## src/rtl/dff_scan_pkg.sv

```systemverilog
// Shared definitions for the flop-state scan-out reader: FSM encoding and the
// levels the serial link rests at between frames.
package dff_scan_pkg;

  typedef enum logic [0:0] {
    ST_IDLE  = 1'b0,
    ST_SHIFT = 1'b1
  } scan_state_e;

  localparam logic IDLE_CS_N = 1'b1;
  localparam logic IDLE_SCLK = 1'b0;
  localparam logic IDLE_SDO  = 1'b0;

endpackage

```

## src/rtl/scan_tick_gen.sv

```systemverilog
// Half-period divider: tick is high in the last clk cycle of each DIV-cycle
// half-period; clr holds the count at zero.
module scan_tick_gen #(
  parameter int DIV = 4
) (
  input  logic clk,
  input  logic rst_n,
  input  logic clr,
  output logic tick
);

  localparam int DW = (DIV > 1) ? $clog2(DIV) : 1;
  localparam logic [DW-1:0] CNT_LAST = DW'(DIV - 1);

  logic [DW-1:0] div_cnt_r;

  assign tick = (div_cnt_r == CNT_LAST);

  // Divider count, restarting at every half-period boundary or while cleared
  always_ff @(posedge clk) begin
    if (!rst_n) begin
      div_cnt_r <= {DW{1'b0}};
    end else if (clr || tick) begin
      div_cnt_r <= {DW{1'b0}};
    end else begin
      div_cnt_r <= div_cnt_r + DW'(1);
    end
  end

endmodule

```

## src/rtl/dff_state_scanout.sv

```systemverilog
// Snapshots WIDTH probed flop outputs on start and shifts them out over a
// cs_n/sclk/sdo link (mode 0: sdo changes on sclk fall, sampled on rise).
module dff_state_scanout
  import dff_scan_pkg::*;
#(
  parameter int WIDTH     = 16,
  parameter int DIV       = 4,
  parameter bit MSB_FIRST = 1'b1
) (
  input  logic             clk,
  input  logic             rst_n,
  input  logic [WIDTH-1:0] probe,
  input  logic             start,
  output logic             busy,
  output logic             done,
  output logic             cs_n,
  output logic             sclk,
  output logic             sdo
);

  localparam int HW = $clog2(2 * WIDTH + 1);
  localparam logic [HW-1:0] H_LAST = HW'(2 * WIDTH);

  scan_state_e      state_r, state_nxt_s;
  logic [WIDTH-1:0] shadow_r, shadow_nxt_s;
  logic [HW-1:0]    h_r, h_nxt_s, h_inc_s;
  logic             cs_n_r, cs_n_nxt_s;
  logic             sclk_r, sclk_nxt_s;
  logic             sdo_r, sdo_nxt_s;
  logic             busy_r, busy_nxt_s;
  logic             done_r, done_nxt_s;
  logic             tick_s, clr_s;
  logic             first_bit_s, next_bit_s;
  logic [31:0]      k_s, idx_s;
  logic [WIDTH-1:0] shifted_s;

  scan_tick_gen #(.DIV(DIV)) u_tick (
    .clk   (clk),
    .rst_n (rst_n),
    .clr   (clr_s),
    .tick  (tick_s)
  );

  assign busy = busy_r;
  assign done = done_r;
  assign cs_n = cs_n_r;
  assign sclk = sclk_r;
  assign sdo  = sdo_r;

  // Bit k of the frame is held from half-period 2k; idx maps k onto the shadow
  assign h_inc_s     = h_r + HW'(1);
  assign first_bit_s = MSB_FIRST ? probe[WIDTH-1] : probe[0];
  assign k_s         = 32'(h_inc_s) >> 1;
  assign idx_s       = MSB_FIRST ? (32'(WIDTH - 1) - k_s) : k_s;
  assign shifted_s   = shadow_r >> idx_s;
  assign next_bit_s  = shifted_s[0];

  // Next-state and next-output logic for the frame sequencer
  always_comb begin
    state_nxt_s  = state_r;
    shadow_nxt_s = shadow_r;
    h_nxt_s      = h_r;
    cs_n_nxt_s   = cs_n_r;
    sclk_nxt_s   = sclk_r;
    sdo_nxt_s    = sdo_r;
    busy_nxt_s   = busy_r;
    done_nxt_s   = 1'b0;
    clr_s        = 1'b0;
    case (state_r)
      ST_IDLE: begin
        clr_s      = 1'b1;
        cs_n_nxt_s = IDLE_CS_N;
        sclk_nxt_s = IDLE_SCLK;
        busy_nxt_s = 1'b0;
        if (start) begin
          state_nxt_s  = ST_SHIFT;
          shadow_nxt_s = probe;
          cs_n_nxt_s   = 1'b0;
          busy_nxt_s   = 1'b1;
          sdo_nxt_s    = first_bit_s;
          h_nxt_s      = {HW{1'b0}};
        end else begin
          state_nxt_s = ST_IDLE;
        end
      end
      ST_SHIFT: begin
        if (tick_s) begin
          if (h_r == H_LAST) begin
            state_nxt_s = ST_IDLE;
            cs_n_nxt_s  = IDLE_CS_N;
            sclk_nxt_s  = IDLE_SCLK;
            sdo_nxt_s   = IDLE_SDO;
            busy_nxt_s  = 1'b0;
            done_nxt_s  = 1'b1;
          end else begin
            h_nxt_s    = h_inc_s;
            sclk_nxt_s = h_inc_s[0];
            if (h_inc_s[0]) begin
              sdo_nxt_s = sdo_r;
            end else if (h_inc_s == H_LAST) begin
              sdo_nxt_s = IDLE_SDO;
            end else begin
              sdo_nxt_s = next_bit_s;
            end
          end
        end else begin
          state_nxt_s = ST_SHIFT;
        end
      end
      default: begin
        state_nxt_s = ST_IDLE;
        cs_n_nxt_s  = IDLE_CS_N;
        sclk_nxt_s  = IDLE_SCLK;
        sdo_nxt_s   = IDLE_SDO;
        busy_nxt_s  = 1'b0;
      end
    endcase
  end

  // State, snapshot and output registers
  always_ff @(posedge clk) begin
    if (!rst_n) begin
      state_r  <= ST_IDLE;
      shadow_r <= {WIDTH{1'b0}};
      h_r      <= {HW{1'b0}};
      cs_n_r   <= IDLE_CS_N;
      sclk_r   <= IDLE_SCLK;
      sdo_r    <= IDLE_SDO;
      busy_r   <= 1'b0;
      done_r   <= 1'b0;
    end else begin
      state_r  <= state_nxt_s;
      shadow_r <= shadow_nxt_s;
      h_r      <= h_nxt_s;
      cs_n_r   <= cs_n_nxt_s;
      sclk_r   <= sclk_nxt_s;
      sdo_r    <= sdo_nxt_s;
      busy_r   <= busy_nxt_s;
      done_r   <= done_nxt_s;
    end
  end

endmodule

```

## config.mk

```make
export PLATFORM = sky130hd
export DESIGN_NAME = dff_state_scanout
export DESIGN_NICKNAME = d
export VERILOG_FILES = /design/src/rtl/dff_scan_pkg.sv /design/src/rtl/scan_tick_gen.sv /design/src/rtl/dff_state_scanout.sv
export SDC_FILE = /design/constraint.sdc
export NUM_CORES = 1
export LEC_CHECK = 0
export ABC_CLOCK_PERIOD_IN_PS = 2800
export CAP_MARGIN = 0
export CORE_MARGIN = 1
export CORE_UTILIZATION = 51
export CTS_CLUSTER_SIZE = 20
export DETAILED_ROUTE_END_ITERATION = 8
export PLACE_DENSITY = 0.8
export SLEW_MARGIN = 25
export SYNTH_ARGS = -nofsm -noshare
export SYNTH_HDL_FRONTEND = slang
export SYNTH_HIERARCHICAL = 1
export SYNTH_SLANG_ARGS = --single-unit
```

## constraint.sdc

```tcl
create_clock -name clk -period 2.8 [get_ports clk]
set_input_delay 0.7 -clock clk [delete_from_list [all_inputs] [get_ports clk]]
set_output_delay 0.7 -clock clk [all_outputs]
set_load 0.02 [all_outputs]
```

==> flow_summary.json, run 1 <==
{
  "layout.cells.non_filler": 217,
  "ys_types": 30,
  "post_cts_resize_count": 0,
  "worstMarginPinSlew_ns": 0.391,
  "worstPathRequired_ns": 3.04,
  "syn_nets": 182,
  "die_w_um": 54.4,
  "power_leakage_nw": 0.659,
  "hold_violations": 0,
  "synth_ff_type": "dfxtp_1",
  "placed_cells_incl_taps": 209,
  "synth_common_cells": "44 x nand2_1, 30 x dfxtp_1, 18 x a21boi_0",
  "syn_area_um2": 1400,
  "peakVddDrop_mv": 0.395,
  "r2r_cells": 7,
  "start_util": 0.554,
  "min_from": "u_tick/div_cnt_r[0]$_SDFF_PP0_",
  "multi_input_area_um2": 756,
  "min_to": "u_tick/div_cnt_r[0]$_SDFF_PP0_",
  "antenna_found_initial": 0,
  "synth_top_area_share": 0.430,
  "n_antenna_cell": 0,
  "grt_max_degree": 26,
  "r2r_start": "h_r[0]$_SDFFE_PN0P_",
  "routed_wl_um": 2940,
  "grt_use_met1": 0.262,
  "path_clk_slew_ns": 0.10,
  "drive_above_1_share": 0.0909,
  "clock_tree.root_cell": "clkbuf_4",
  "timing.rr.end": "sdo$_SDFFE_PN0P_",
  "num_vias": 1217,
  "htree_levels": 2,
  "cts_tree": "done",
  "met3_usage": 0.0806,
  "critPathMaxFanout": 7,
  "io_pins": 24,
  "finalSetupViolCount": 0,
  "fill_cells": 221,
  "avgViaCountPerCell": 5.61,
  "yosys.area.top_type": "dfxtp_1",
  "synth.most_common_cell": "nand2_1",
  "gr-total-overflow": 0,
  "gp_congestion": 0.850,
  "synth_top_family_by_area": "simple AND/OR/NAND/NOR gates",
  "drcViolationCount": 0,
  "antenna_left": 0,
  "synthAdderAreaFrac": 0.0269,
  "rsz0062_at_grt": "false",
  "ff2ff_setup_slack_ns": 0.50,
  "wire_per_inst_um": 13.6,
  "min_path_cells": 1,
  "synthXorXnorAreaFrac": 0.0304,
  "synthSimpleGateAreaFrac": 0.245,
  "worstPathArrival_ns": 2.53,
  "synth_compound_gate_area_share": 0.168,
  "crit_type": "flop to flop",
  "power.density_nw_per_um2": 513,
  "synth_edf_count": 0,
  "slew_headroom": 0.739,
  "synthMuxAreaShare": 0.0698,
  "syn_to_final_growth_pct": 24.4,
  "timing.final.crit_share": 0.820,
  "met2_usage": 0.435,
  "dr.pass1.iters": 4,
  "slew_violations": 0,
  "first_iter_violations": 18,
  "core_area_um2": 2520,
  "die_h_um": 54.4,
  "insertion_delay_ns": 0.34,
  "dieArea_um2": 2950,
  "syn_avg_cell_area_um2": 8.73,
  "timing.fmax_ghz": 0.435,
  "synthCells": 160,
  "cp-end-kind": "flop",
  "hpwl_um": 2160,
  "cts_buffer_depth": 2,
  "drv_cap": 0,
  "grt_first_pass_wirelength_um": 5060,
  "nets": 208,
  "grt_pass1_vias": 1181,
  "synthArstFlopShare": 0,
  "cp_slowest_cell": "mux4_2",
  "yosys-top-cells-area": "dfxtp_1 43%, nand2_1 12%, a21boi_0 9.7%, mux4_1 3.8%, mux4_2 3.2%",
  "path_cells": "ha_1, nand3_2, xor2_2, mux4_2, a22oi_1, nand3_1, a32o_1",
  "fin_skew_ns": 0.0112,
  "clock_sinks": 30,
  "grt-busiest-layer": "met2",
  "synth_warnings": 6,
  "status": "completed",
  "portBuffers": 23,
  "setup_tns_ns": 0,
  "hold_path_class": "flop to flop",
  "hold_buffers": 0,
  "max_stage_delay_ns": 0.55,
  "start_kind": "flop",
  "placement_rows": 18,
  "regArea_um2": 601,
  "critPathBufInv": 0,
  "ys_seq_area_frac": 0.430,
  "holdWs_ns": 0.450,
  "worst_path_dominant_cell_family": "multiplexers",
  "track_usage": 0.249,
  "postCtsSetupRepairBufs": 0,
  "finalCriticalPeriod_ns": 2.30,
  "ys_ff_latch": 30,
  "cts_buffers": 5
}
-- per-stage QoR --
stage,power [mW],cell area (um^2),setup slack [ns],util
final,0.892,1740,0.503,0.689
after CTS,0.899,1740,0.520,0.689
after detailed placement,0.564,1660,0.537,0.659
after floorplan,0.514,1400,0.691,-
after global routing,0.926,1740,0.370,0.689
after global placement,0.560,1660,0.604,0.659
-- worst max path at each step --
stage          depth (start not counted)                 from  slack [ns]          endpoint
2_1_floorplan                          7  h_r[0]$_SDFFE_PN0P_        0.69  sdo$_SDFFE_PN0P_
3_3_place_gp                           7  h_r[0]$_SDFFE_PN0P_        0.60  sdo$_SDFFE_PN0P_
3_5_place_dp                           7  h_r[0]$_SDFFE_PN0P_        0.54  sdo$_SDFFE_PN0P_
4_1_cts                                7  h_r[0]$_SDFFE_PN0P_        0.52  sdo$_SDFFE_PN0P_
5_1_grt                                7  h_r[0]$_SDFFE_PN0P_        0.37  sdo$_SDFFE_PN0P_
6_report                               7  h_r[0]$_SDFFE_PN0P_        0.50  sdo$_SDFFE_PN0P_
-- report_power, final --
group | leakage [nW] | internal, mW | switching (mW) | total [mW]
combinational | 0.369 | 0.0535 | 0.0420 | 0.0955
clock | 0.0450 | 0.185 | 0.154 | 0.339
sequential | 0.245 | 0.445 | 0.0126 | 0.458
total | 0.659 | 0.683 | 0.209 | 0.892
-- metal layers --
metal,vias up,part of all wire
met2,32,0.49
met5,-,0
met3,8,0.046
li1,603,-
met1,574,0.43
met4,0,0.025
-- cells by family (layout without fill, tap and decap cells) --
kind of cell / Yosys count / count (layout)
DFF: 30 / 30
and+or+nand+nor: 73 / 73
xor gates and xnor gates: 4 / 4
buffers and inverters: 11 / 38
AOI/OAI and AO/OA: 35 / 35
muxes: 4 / 4
adders and majority gates: 3 / 3
-- layout make-up --
cell class              count  area share
flip-flops and latches     30       0.345
clock buffers               5      0.0216
clock inverters             3      0.0230
repair buffers             26       0.145
inverters                   4     0.00863
well taps                  30      0.0216
multi-input cells         119       0.435
-- sequential cells by signal, indices dropped and copies added (netlist names) --
name and count:
state_r 1, sdo 1, h_r 6, cs_n 1, sclk 1, u_tick/div_cnt_r 2
done 1, shadow_r 16, busy 1
-- cell usage in the layout, fill, tap and decap left out, drive strengths merged --
cell type and instances:
buf 3, o21a 2, and4bb 1, clkinv 2
a32o 1, ha 3, nor4b 1, xnor2 3
and2 1, inv 4, a21oi 6, nand2 44
nor3 1, clkbuf 5, dfxtp 30, nand3b 1
a22oi 1, nor3b 1, bufinv 1, nor4 1
xor2 1, mux4 4, o21ai 5, a21boi 18
and2b 1, nor2b 3, nand3 6, a31oi 2
and3 2, nor2 9, clkdlybuf4s50 23, and4b 1
(Power assumes the default switching activity.)
==> inputs of run 2 (changes only) <==
Settings changed: ABC_CLOCK_PERIOD_IN_PS 2800 to 2150.
Clock period 2.8 ns to 2.15 ns, I/O delays scaled along.
==> flow_summary.json, run 2 (same netlist as run 1, synthesis figures left out) <==
{
  "htree_levels": 2,
  "fill_cells": 216,
  "p_int_mw": 0.808,
  "hold_violations": 0,
  "num_vias": 1221,
  "grt_pass1_vias": 1114,
  "first_iter_violations": 24,
  "dieArea_um2": 2950,
  "finalCriticalPeriod_ns": 2.03,
  "gp_congestion": 0.803,
  "routed_wl_um": 2840,
  "setup_tns_ns": 0,
  "antenna_left": 0,
  "dr.pass1.iters": 4,
  "worstPathRequired_ns": 2.38,
  "place_ws_ns": 0.0239,
  "seq_power_share": 0.561,
  "grt_max_degree": 25,
  "largest_reg_flops": 16,
  "status": "completed",
  "dpl_cell_area_um2": 1680,
  "cp-end-kind": "flop",
  "rsz0062_at_grt": "false",
  "final_common_cell": "nand2_1",
  "fin_skew_ns": 0.0157,
  "timing.fmax_ghz": 0.493,
  "die_h_um": 54.4,
  "hold_path_class": "flop to flop",
  "nets": 211,
  "max_stage_delay_ns": 0.59,
  "swShare": 0.240,
  "cp_slowest_cell": "mux4_1",
  "crit_type": "flop to flop",
  "cp_common_cell": "nand3_1",
  "r2r_cells": 7,
  "timing.final.ws_setup_ns": 0.120,
  "power_leakage_nw": 0.664,
  "cts_buffers": 5,
  "worst_path_dominant_cell_family": "multiplexers",
  "placed_cells_incl_taps": 211,
  "regMostFlops": "shadow_r",
  "worstSetupPathDepth": 7,
  "worstPathArrival_ns": 2.26,
  "power.density_nw_per_um2": 600,
  "final_core_util": 0.702,
  "final_cell_mix": "44 x nand2_1, 29 x dfxtp_1, 23 x clkdlybuf4s50_1",
  "multi_input_area_um2": 782,
  "start_kind": "flop",
  "antenna_found_initial": 0,
  "critPathBufInv": 2,
  "largestRegisters": "shadow_r: 16 flops, h_r: 6 flops, u_tick/div_cnt_r: 2 flops",
  "core_area_um2": 2520,
  "path_cells": "buf_4, inv_1, ha_1, mux4_1, nand3_1, nand3_1, a32o_1",
  "drv_cap": 0,
  "io_pins": 24,
  "die_w_um": 54.4,
  "cts_buffer_depth": 2,
  "gr-total-overflow": 0,
  "grt_first_pass_wirelength_um": 4660,
  "layout.cells.non_filler": 220,
  "peakVddDrop_mv": 0.665,
  "slew_headroom": 0.740,
  "track_usage": 0.229,
  "wire_per_inst_um": 12.9,
  "drcViolationCount": 0,
  "design_area_um2": 1770,
  "clock_tree.root_cell": "clkbuf_4",
  "placement_rows": 18,
  "min_path_cells": 1,
  "cts_tree": "done",
  "clock_sinks": 30,
  "holdWs_ns": 0.455,
  "switchingPower_mw": 0.255,
  "avgViaCountPerCell": 5.55,
  "slew_violations": 0,
  "finalSetupViolCount": 0,
  "fin_total_pwr_mw": 1.06,
  "comb_power_share": 0.117,
  "drive_above_1_share": 0.116,
  "power_frac_clock": 0.322,
  "syn_to_final_growth_pct": 26.8,
  "start_util": 0.554,
  "n_antenna_cell": 0,
  "hpwl_um": 2060,
  "portBuffers": 23,
  "worstMarginPinSlew_ns": 0.390,
  "path_clk_slew_ns": 0.10,
  "critPathMaxFanout": 6,
  "insertion_delay_ns": 0.33,
  "regArea_um2": 602,
  "timing.final.crit_share": 0.944
}
-- run 2: cell type report --
cell class | count | area share
Clock inverter | 1 | 0.00282
Clock buffer | 7 | 0.0311
Inverter | 4 | 0.00847
Tap cell | 30 | 0.0212
Timing Repair Buffer | 29 | 0.155
Sequential cell | 30 | 0.340
Multi-Input combinational cell | 119 | 0.441
-- run 2: final timing paths --
path / startpoint / endpoint / slack [ns]
worst max-delay path: h_r[0]$_SDFFE_PN0P_ / sdo$_SDFFE_PN0P_ / 0.12
worst min-delay path: u_tick/div_cnt_r[0]$_SDFF_PP0_ / u_tick/div_cnt_r[0]$_SDFF_PP0_ / 0.45
worst max register to register: h_r[0]$_SDFFE_PN0P_ / sdo$_SDFFE_PN0P_ / 0.12
worst min register to register: u_tick/div_cnt_r[0]$_SDFF_PP0_ / u_tick/div_cnt_r[0]$_SDFF_PP0_ / 0.45
-- run 2: routing by layer --
layer	vias to the layer above	part of all wire	GRT usage
li1	610	-	-
met1	561	0.42	0.252
met2	45	0.50	0.411
met3	5	0.063	0.0833
met4	0	0.017	0.0641
met5	-	0	0
-- run 2: worst register-to-register path, stage by stage (launching register included) --
cell and delay (ns):
dfxtp_1 0.35, buf_4 0.14, inv_1 0.06, ha_1 0.37
mux4_1 0.59, nand3_1 0.14, nand3_1 0.08, a32o_1 0.21
-- run 2: power by group through the flow --
stage | sequential [mW] | combinational, mW | clock [mW]
floorplan | 0.608 | 0.0614 | 0
detailed placement | 0.609 | 0.124 | 0
finish | 0.596 | 0.125 | 0.342
global route | 0.600 | 0.138 | 0.385
CTS | 0.596 | 0.125 | 0.355
global placement | 0.608 | 0.121 | 0
-- run 2: timing repair --
| action | in CTS | in global routing |
|---|---|---|
| resized for setup | 0 | 5 |
| buffers inserted | 0 | 1 |
| hold buffers | 0 | 0 |
| setup endpoints to repair | 0 | 1 |
==> inputs of run 3 (changes only) <==
Settings changed: ABC_CLOCK_PERIOD_IN_PS 2150 to unset, CELL_PAD_IN_SITES_DETAIL_PLACEMENT set to 1, CELL_PAD_IN_SITES_GLOBAL_PLACEMENT set to 2, CORE_UTILIZATION 51 to 31, PLACE_DENSITY 0.8 to 0.81, REMOVE_ABC_BUFFERS set to 1.
==> flow_summary.json, run 3 (same netlist as run 1, synthesis figures left out) <==
{
  "largestRegisters": "shadow_r: 16 flops, h_r: 6 flops, u_tick/div_cnt_r: 2 flops",
  "gr-total-overflow": 0,
  "grt_pass1_vias": 1279,
  "n_antenna_cell": 0,
  "regMostFlops": "shadow_r",
  "hpwl_um": 2790,
  "r2r_cells": 7,
  "final_core_util": 0.430,
  "cts_buffers": 5,
  "hold_violations": 0,
  "slew_violations": 0,
  "finalSetupViolCount": 0,
  "dr.pass1.iters": 6,
  "gp_congestion": 0.797,
  "dieArea_um2": 4780,
  "die_w_um": 69.1,
  "regArea_um2": 603,
  "fill_cells": 505,
  "clock_sinks": 30,
  "slew_headroom": 0.727,
  "peakVddDrop_mv": 0.235,
  "avgViaCountPerCell": 4.99,
  "routed_wl_um": 3670,
  "wire_per_inst_um": 15.0,
  "grt_first_pass_wirelength_um": 6180,
  "path_clk_slew_ns": 0.07,
  "worstPathRequired_ns": 2.33,
  "final_common_cell": "nand2_1",
  "placement_rows": 24,
  "drive_above_1_share": 0.135,
  "nets": 214,
  "cts_tree": "done",
  "largest_reg_flops": 16,
  "insertion_delay_ns": 0.28,
  "timing.fmax_ghz": 0.490,
  "power_leakage_nw": 0.696,
  "fin_skew_ns": 0.00633,
  "holdWs_ns": 0.453,
  "drv_cap": 0,
  "final_cell_mix": "44 x nand2_1, 28 x dfxtp_1, 23 x clkdlybuf4s50_1",
  "syn_to_final_growth_pct": 34.0,
  "die_h_um": 69.1,
  "hold_path_class": "flop to flop",
  "track_usage": 0.166,
  "min_path_cells": 1,
  "portBuffers": 23,
  "first_iter_violations": 46,
  "core_area_um2": 4350,
  "worstMarginPinSlew_ns": 0.408,
  "cts_buffer_depth": 2,
  "cp-end-kind": "flop",
  "start_kind": "flop",
  "drcViolationCount": 0,
  "io_pins": 24,
  "grt_max_degree": 18,
  "antenna_found_initial": 0,
  "finalCriticalPeriod_ns": 2.04,
  "timing.final.crit_share": 0.949,
  "crit_type": "flop to flop",
  "antenna_left": 0,
  "worstPathArrival_ns": 2.22,
  "multi_input_area_um2": 782,
  "critPathMaxFanout": 5,
  "start_util": 0.321,
  "status": "completed",
  "clock_tree.root_cell": "clkbuf_8",
  "num_vias": 1223,
  "htree_levels": 2,
  "power.density_nw_per_um2": 694
}
[run 3: cell type report]
| class | count | area share |
|---|---|---|
| Timing Repair Buffer | 32 | 0.159 |
| Multi-Input combinational cell | 119 | 0.418 |
| Clock inverter | 2 | 0.0200 |
| Sequential cell | 30 | 0.322 |
| Clock buffer | 6 | 0.0387 |
| Inverter | 4 | 0.00802 |
| Tap cell | 52 | 0.0347 |
[run 3: power breakdown]
part           total, mW  switching [mW]  internal, mW  leakage, nW
clock network      0.571           0.225         0.345       0.0514
registers          0.597          0.0165         0.580        0.246
logic              0.133          0.0595        0.0739        0.398
total               1.30           0.301          1.00        0.696
[run 3: routing by layer]
layer | track usage | wire length [um] | vias up
li1 | - | - | 610
met1 | 0.188 | 1630 | 578
met2 | 0.282 | 1860 | 31
met3 | 0.0526 | 145 | 4
met4 | 0.0794 | 34 | 0
met5 | 0 | 0 | -
[run 3: critical path, cell delays in order, from the launching register on]
cell and delay [ns]:
dfxtp_2 0.38, ha_4 0.15, nand3_2 0.11, xor2_4 0.27, mux4_2 0.53, a22oi_1 0.19
nand3_1 0.09, a32o_1 0.21
[run 3: path summary, 6_finish.rpt]
kind / startpoint / to / slack, ns
max: h_r[1]$_SDFFE_PN0P_ / sdo$_SDFFE_PN0P_ / 0.11
min: u_tick/div_cnt_r[0]$_SDFF_PP0_ / u_tick/div_cnt_r[0]$_SDFF_PP0_ / 0.45
max reg2reg: h_r[1]$_SDFFE_PN0P_ / sdo$_SDFFE_PN0P_ / 0.11
min reg2reg: u_tick/div_cnt_r[0]$_SDFF_PP0_ / u_tick/div_cnt_r[0]$_SDFF_PP0_ / 0.45
[run 3: repair_timing]
item	in CTS	in global routing
hold buffers	0	0
buffers inserted	0	0
resized for setup	1	5
setup endpoints to repair	1	1
hold endpoints to repair	0	0
[run 3: stage by stage]
stage / TNS, ns / power [mW] / std cells / area, um^2 / worst slack, ns
2_1_floorplan: 0 / 0.663 / 153 / 1370 / 0.0414
3_3_place_gp: 0 / 0.739 / 237 / 1730 / 0.0678
3_5_place_dp: -0.0583 / 0.745 / 237 / 1730 / -0.0583
4_1_cts: 0 / 1.31 / 245 / 1860 / 0.00311
5_1_grt: -0.00402 / 1.36 / 245 / 1870 / -0.00402
6_report: 0 / 1.30 / 245 / 1870 / 0.110
